===== config.mk =====
export PLATFORM = sky130hd
export DESIGN_NAME = cl_serial_ctrl
export DESIGN_NICKNAME = d
export VERILOG_FILES = /design/src/rtl/cl_serial_ctrl.sv
export SDC_FILE = /design/constraint.sdc
export NUM_CORES = 1
export LEC_CHECK = 0
export BUFFER_PORTS_ARGS = -buffer_cell sky130_fd_sc_hd__buf_4
export CORE_MARGIN = 8
export CORE_UTILIZATION = 61
export CTS_BUF_LIST = sky130_fd_sc_hd__clkbuf_4 sky130_fd_sc_hd__clkbuf_8
export CTS_CLUSTER_DIAMETER = 50
export DETAILED_ROUTE_END_ITERATION = 6
export GPL_ROUTABILITY_DRIVEN = 0
export MAX_ROUTING_LAYER = met4
export PLACE_DENSITY = 0.89
export SLEW_MARGIN = 25
export SYNTH_ARGS = -nofsm -noshare
export SYNTH_HDL_FRONTEND = slang
export SYNTH_SLANG_ARGS = --single-unit

===== constraint.sdc =====
create_clock -name clk -period 2.6 [get_ports clk]
set_input_delay 0 -clock clk [delete_from_list [all_inputs] [get_ports clk]]
set_output_delay 0 -clock clk [all_outputs]
set_load 0.01 [all_outputs]

===== src/rtl/cl_serial_ctrl.sv =====
// Bit-serial logic unit controller: feeds operands LSB-first through a single
// one-bit logic cell and assembles the WIDTH-bit result with a busy/done handshake.
module cl_serial_ctrl #(
    parameter int WIDTH = 8
) (
    input  logic             clk,
    input  logic             reset,
    input  logic             start,
    input  logic [WIDTH-1:0] a,
    input  logic [WIDTH-1:0] b,
    input  logic [1:0]       op,
    output logic [WIDTH-1:0] out,
    output logic             busy,
    output logic             done,
    output logic             zero
);

    localparam int CW = $clog2(WIDTH);

    localparam logic [1:0] ST_IDLE = 2'd0;
    localparam logic [1:0] ST_RUN  = 2'd1;
    localparam logic [1:0] ST_DONE = 2'd2;

    localparam logic [CW-1:0] CNT_LAST = CW'(WIDTH - 1);

    // The one shared single-bit logic cell.
    function automatic logic cell_fn(input logic a_bit, input logic b_bit, input logic [1:0] op_code);
        logic r;
        case (op_code)
            2'b00:   r = a_bit & b_bit;
            2'b01:   r = a_bit | b_bit;
            2'b10:   r = a_bit ^ b_bit;
            2'b11:   r = ~a_bit;
            default: r = 1'b0;
        endcase
        return r;
    endfunction

    logic [1:0]       state_r;
    logic [CW-1:0]    cnt_r;
    logic [WIDTH-1:0] a_sh_r;
    logic [WIDTH-1:0] b_sh_r;
    logic [WIDTH-1:0] res_sh_r;
    logic [1:0]       op_r;
    logic [WIDTH-1:0] out_r;
    logic             busy_r;
    logic             done_r;

    logic             accept_s;
    logic             last_s;
    logic             cell_bit_s;
    logic [WIDTH-1:0] result_next_s;
    logic [1:0]       next_state_s;

    // Accept/complete decode, cell evaluation and next-state selection.
    always_comb begin
        accept_s      = start && ((state_r == ST_IDLE) || (state_r == ST_DONE));
        last_s        = (state_r == ST_RUN) && (cnt_r == CNT_LAST);
        cell_bit_s    = cell_fn(a_sh_r[0], b_sh_r[0], op_r);
        result_next_s = {cell_bit_s, res_sh_r[WIDTH-1:1]};
        next_state_s  = ST_IDLE;
        case (state_r)
            ST_IDLE: begin
                if (accept_s) next_state_s = ST_RUN;
                else          next_state_s = ST_IDLE;
            end
            ST_RUN: begin
                if (last_s) next_state_s = ST_DONE;
                else        next_state_s = ST_RUN;
            end
            ST_DONE: begin
                if (accept_s) next_state_s = ST_RUN;
                else          next_state_s = ST_IDLE;
            end
            default: next_state_s = ST_IDLE;
        endcase
    end

    // State, operand shifters, counter and the registered outputs.
    always_ff @(posedge clk or posedge reset) begin
        if (reset) begin
            state_r  <= ST_IDLE;
            cnt_r    <= '0;
            a_sh_r   <= '0;
            b_sh_r   <= '0;
            res_sh_r <= '0;
            op_r     <= 2'b00;
            out_r    <= '0;
            busy_r   <= 1'b0;
            done_r   <= 1'b0;
        end else begin
            state_r <= next_state_s;
            busy_r  <= (next_state_s == ST_RUN);
            done_r  <= (next_state_s == ST_DONE);
            if (accept_s) begin
                a_sh_r <= a;
                b_sh_r <= b;
                op_r   <= op;
                cnt_r  <= '0;
            end else if (state_r == ST_RUN) begin
                a_sh_r   <= a_sh_r >> 1;
                b_sh_r   <= b_sh_r >> 1;
                res_sh_r <= result_next_s;
                // The counter parks at its last value so it never wraps.
                if (!last_s) cnt_r <= cnt_r + CW'(1);
                if (last_s)  out_r <= result_next_s;
            end
        end
    end

    assign out  = out_r;
    assign busy = busy_r;
    assign done = done_r;
    assign zero = ~|out_r;

endmodule


==> flow_summary.json, run 1 <==
{
  "status": "complete, no violations",
  "clk_pin_slew_worst_paths_ps": 110,
  "antenna_found_initial": 0,
  "clock-sinks": 40,
  "clock_path_buffers": 2,
  "drt_iter0_markers": 113,
  "crit_type": "flop to flop",
  "core_area_sq_mm": 0.00273,
  "yosysTopAreaCellShare_pct": 57.9,
  "mostFrequentLayoutCell": "nand2_1",
  "setup-tns-final_ps": 0,
  "wirelength_mm": 3.89,
  "synth_area_sq_mm": 0.00173,
  "die_area_sq_mm": 0.00479,
  "startpoint": "cnt_r[0]$_DFFE_PP0P_",
  "start_util_pct": 63.2,
  "hold_viol": 0,
  "numCtsBuffers": 5,
  "clk_latency_ps": 360,
  "dp_slack_ps": 904,
  "slew_headroom_pct": 43.0,
  "cts-root-buf": "clkbuf_4",
  "startpoint_type": "flop",
  "drc_errors": 0,
  "dieHeight_microns": 69.2,
  "finClkSkew_ps": 20.7,
  "finalCriticalPeriod_ps": 1720,
  "fillers": 164,
  "min_from": "start",
  "rows": 19,
  "final_cell_mix": "nand2_1, dfrtp_1, buf_4",
  "setup_viol": 0,
  "finalNetCount": 237,
  "leakagePower_nw": 1.13,
  "n_antenna_cell": 0,
  "syn_avg_cell_area_sq_um": 10.6,
  "syn_nets": 188,
  "grt_usage_pct": 17.5,
  "powerDensity_mw_per_mm2": 1090,
  "grt_remaining_overflow": 0,
  "worstPathRequired_ps": 2840,
  "grt_pass1_wl_mm": 6.80,
  "worst_slew_pin_slew_ps": 855,
  "ant_nets": 0,
  "critPathMaxFanout": 8,
  "multi_input_area_sq_um": 637,
  "peakVddDrop_mv": 0.945,
  "ys_ff_latch": 40,
  "clock.fmax_mhz": 583,
  "final_cells": 244,
  "layout-drive-gt1-share_pct": 26.3,
  "via_per_inst": 5.73,
  "syn2layout_area_growth_pct": 27.9,
  "grt_max_degree": 41,
  "regArea_sq_mm": 0.00100,
  "critPathCaptureType": "flop",
  "die-width_microns": 69.2,
  "setup_ws_ps": 883,
  "period_share_pct": 66.0,
  "synth_cells": 163,
  "rsz0062_at_grt": "no",
  "yosys.area.top_type": "dfrtp_1",
  "numPortBuffers": 31,
  "place_hpwl_mm": 2.44,
  "arrival_ps": 1960,
  "io-pin-count": 32,
  "cts_tree": "done",
  "seq_area_frac_synth_pct": 57.9,
  "grt_pass1_vias": 1527,
  "cts_setup_buffers": 0,
  "hold_path_class": "input port to flop",
  "htreeDepth": 2,
  "yosys_warnings": 0,
  "synthDistinctLibCells": 27,
  "placed_cells": 217,
  "maxCapViolations": 0,
  "dr.pass1.iters": 4,
  "dr_total_vias": 1397,
  "final_core_util_pct": 80.8,
  "ys_top_cells_by_area": "dfrtp_1, nand2_1, mux2_2",
  "wl_per_cell_microns": 16.0,
  "slew_violations": 0,
  "rr_startpoint": "cnt_r[0]$_DFFE_PP0P_"
}
worst max-delay path, cell delays in order (launching register included):
cell	delay, ps
dfrtp_1	440
ha_1	210
ha_1	180
or3b_1	550
nand3_2	160
o21ai_2	70
stage by stage:
stage               cell area [sq um]  power, mW  hold WS, ps
detailed placement               1960       2.07          152
global placement                 1960       1.98          142
finish                           2210       2.41          246
CTS                              2210       2.41          224
global route                     2210       2.59          241
floorplan                        1730       1.78          105
cell families after synthesis:
kind of cell             share of synthesized area, %
AO/OA/AOI/OAI                                    8.69
flip-flops                                       57.9
buffers and inverters                            5.21
multiplexers                                     5.87
adder cells (fa/ha/maj)                          2.90
AND/OR/NAND/NOR                                  19.4
worst paths after layout:
kind                                           endpoint  slack [ps]  depth (start not counted)
worst max-delay path               cnt_r[2]$_DFFE_PP0P_         880                          5
worst min-delay path                op_r[1]$_DFFE_PP0P_         250                          5
worst max register to register     cnt_r[2]$_DFFE_PP0P_         880                          5
worst min register to register  res_sh_r[6]$_DFFE_PP0P_         500                          2
max in group asynchronous            out[1]$_DFFE_PP0P_        1950                          4
min in group asynchronous         a_sh_r[0]$_DFFE_PP0P_         300                          4
final cells by class:
cell class / count / share of cell area, %
Sequential cell: 40 / 45.3
Multi-Input combinational cell: 104 / 28.8
Timing Repair Buffer: 52 / 19.8
Clock buffer: 6 / 2.32
Tap cell: 31 / 1.76
Inverter: 9 / 1.53
Clock inverter: 2 / 0.453
Yosys cell counts (all sizes together):
cell type  instances
nand2             41
dfrtp             40
nand3             10
buf                9
inv                9
a22oi              7
mux2               7
nor2               6
nor3               6
o21ai              6
ha                 4
o22ai              4
a221o              2
nand2b             2
nor2b              2
or4                2
a21oi              1
a31oi              1
clkbuf             1
mux4               1
nand3b             1
or3b               1
sequential cells by signal (all words and copies together) (netlist names):
name / count
out: 8
b_sh_r: 8
res_sh_r: 7
op_r: 2
cnt_r: 3
state_r: 2
done: 1
a_sh_r: 8
busy: 1
where the power goes:
| group | internal (mW) | leakage (nW) | switching [mW] |
|---|---|---|---|
| combinational | 0.462 | 0.587 | 0.537 |
| clock | 0.129 | 0.0380 | 0.200 |
| sequential | 0.899 | 0.503 | 0.188 |
| total | 1.49 | 1.13 | 0.925 |
metal layers:
metal / vias to the layer above / GRT usage [%] / routed length [microns]
met5: - / - / 0
met4: 0 / 5.92 / 72
met2: 47 / 29.8 / 2160
met3: 9 / 6.44 / 200
met1: 696 / 18.3 / 1460
li1: 645 / - / -
repair_timing:
| action | in CTS | in global routing |
|---|---|---|
| hold buffers | 19 | 0 |
| resized for setup | 0 | 0 |
| endpoints found under the hold margin | 58 | 0 |
Power figures use the tool's default switching activity.
==> run 2: changes to the inputs <==
Settings changed: CORE_UTILIZATION 61 to 57, PLACE_DENSITY 0.89 to 0.85.
Clock period 2.6 ns to 1.59 ns, I/O delays scaled along.
==> run 2 against run 1 <==
  * Register-to-register slack got worse by 830 ps
  * Worst hold slack got worse by 190 ps
  * Clock-buffer cell count unchanged
  * Via count decreased by 1.1%
  * Power increased by 66%
  * Core utilization decreased by 4.3 points
  * Critical path depth unchanged
  * Wire length decreased by 5.0%
==> flow_summary.json, run 2 (synthesized netlist as in run 1, its figures left out) <==
{
  "status": "complete, no violations",
  "die-width_microns": 71.1,
  "start_util_pct": 58.0,
  "dieHeight_microns": 71.1,
  "grt_pass1_wl_mm": 6.49,
  "startpoint_type": "flop",
  "place_area_sq_mm": 0.00203,
  "slew_headroom_pct": 60.5,
  "die_area_sq_mm": 0.00505,
  "grt_pass1_vias": 1506,
  "finalCriticalPeriod_ps": 1540,
  "grt_max_degree": 41,
  "htreeDepth": 2,
  "layout-drive-gt1-share_pct": 29.1,
  "mostFrequentLayoutCell": "nand2_1",
  "dp_slack_ps": -74.8,
  "worst_slew_pin_slew_ps": 593,
  "rows": 20,
  "rsz0062_at_grt": "no",
  "wirelength_mm": 3.70,
  "peakVddDrop_mv": 1.03,
  "grt_remaining_overflow": 0,
  "critPathCaptureType": "flop",
  "n_antenna_cell": 0,
  "clk_pin_slew_worst_paths_ps": 110,
  "io-pin-count": 32,
  "clock_path_buffers": 2,
  "via_per_inst": 5.46,
  "syn2layout_area_growth_pct": 31.9,
  "cts_tree": "done",
  "leakagePower_nw": 1.17,
  "hold_path_class": "input port to flop",
  "drc_errors": 0,
  "place_hpwl_mm": 2.54,
  "final_cell_mix": "nand2_1, dfrtp_1, buf_4",
  "setup_ws_ps": 50.6,
  "powerDensity_mw_per_mm2": 1760,
  "clock.fmax_mhz": 650,
  "finalNetCount": 244,
  "core_area_sq_mm": 0.00298,
  "stdcell_area_sq_mm": 0.00228,
  "worstPathRequired_ps": 1830,
  "ant_nets": 0,
  "maxCapViolations": 0,
  "numPortBuffers": 31,
  "drt_iter0_markers": 60,
  "dr.pass1.iters": 4,
  "hold_viol": 0,
  "setup_viol": 0,
  "period_share_pct": 96.8,
  "antenna_found_initial": 0,
  "arrival_ps": 1780,
  "cts-root-buf": "clkbuf_4",
  "slew_violations": 0,
  "clk_latency_ps": 350,
  "crit_type": "flop to flop",
  "finClkSkew_ps": 6.41,
  "hold_ws_ps": 61.4,
  "wl_per_cell_microns": 14.6,
  "clock-sinks": 40,
  "critPathMaxFanout": 11,
  "final_core_util_pct": 76.6,
  "numCtsBuffers": 5,
  "dr_total_vias": 1382,
  "grt_usage_pct": 16.3
}
[run 2: through the flow]
step           cells  total power, mW  setup TNS, ps
2_1_floorplan    163             2.91              0
3_3_place_gp     226             3.33              0
3_5_place_dp     226             3.48           -203
4_1_cts          253             4.05              0
5_1_grt          253             4.36              0
6_report         253             4.02              0
[run 2: layout make-up]
type	instances	area, sq um
clock inverter	2	10.0
tap	33	41.3
timing repair buffer	59	503
fill	184	698
inverter	9	33.8
clock buffer	6	51.3
multi-input combinational	104	639
sequential	40	1000
[run 2: worst paths after layout]
check / start / end / slack, ps / depth (start not counted)
setup reg to reg: cnt_r[0]$_DFFE_PP0P_ / out[2]$_DFFE_PP0P_ / 50 / 5
setup / recovery: cnt_r[0]$_DFFE_PP0P_ / out[2]$_DFFE_PP0P_ / 50 / 5
hold reg to reg: res_sh_r[1]$_DFFE_PP0P_ / res_sh_r[1]$_DFFE_PP0P_ / 490 / 2
min in group asynchronous: reset / done$_DFF_PP0_ / 310 / 4
hold / removal: start / state_r[0]$_DFF_PP0_ / 60 / 3
max in group asynchronous: reset / b_sh_r[3]$_DFFE_PP0P_ / 930 / 4
[run 2: worst max-delay path, stage by stage, from the launching register on]
cell and delay, ps:
dfrtp_1 400, ha_1 210, ha_1 200, nand3b_1 140, buf_12 140, mux2_2 330
[run 2: timing repair]
item / in CTS / in global routing
pin swaps: 0 / 1
endpoints found under the setup margin: 3 / 1
hold buffers: 19 / 0
hold endpoints to repair: 58 / 0
resized for setup: 1 / 0
cloned: 0 / 0
buffers inserted: 0 / 0
[run 2: power by group]
part	switching (mW)	internal, mW
Clock	0.322	0.210
Sequential	0.293	1.47
Combinational	0.866	0.856
[run 2: layer usage]
layer / share of wire, % / global-route usage (%)
met4: 1.1 / 5.54
met5: 0 / -
met3: 5.6 / 5.08
met1: 39 / 16.4
met2: 54 / 29.2
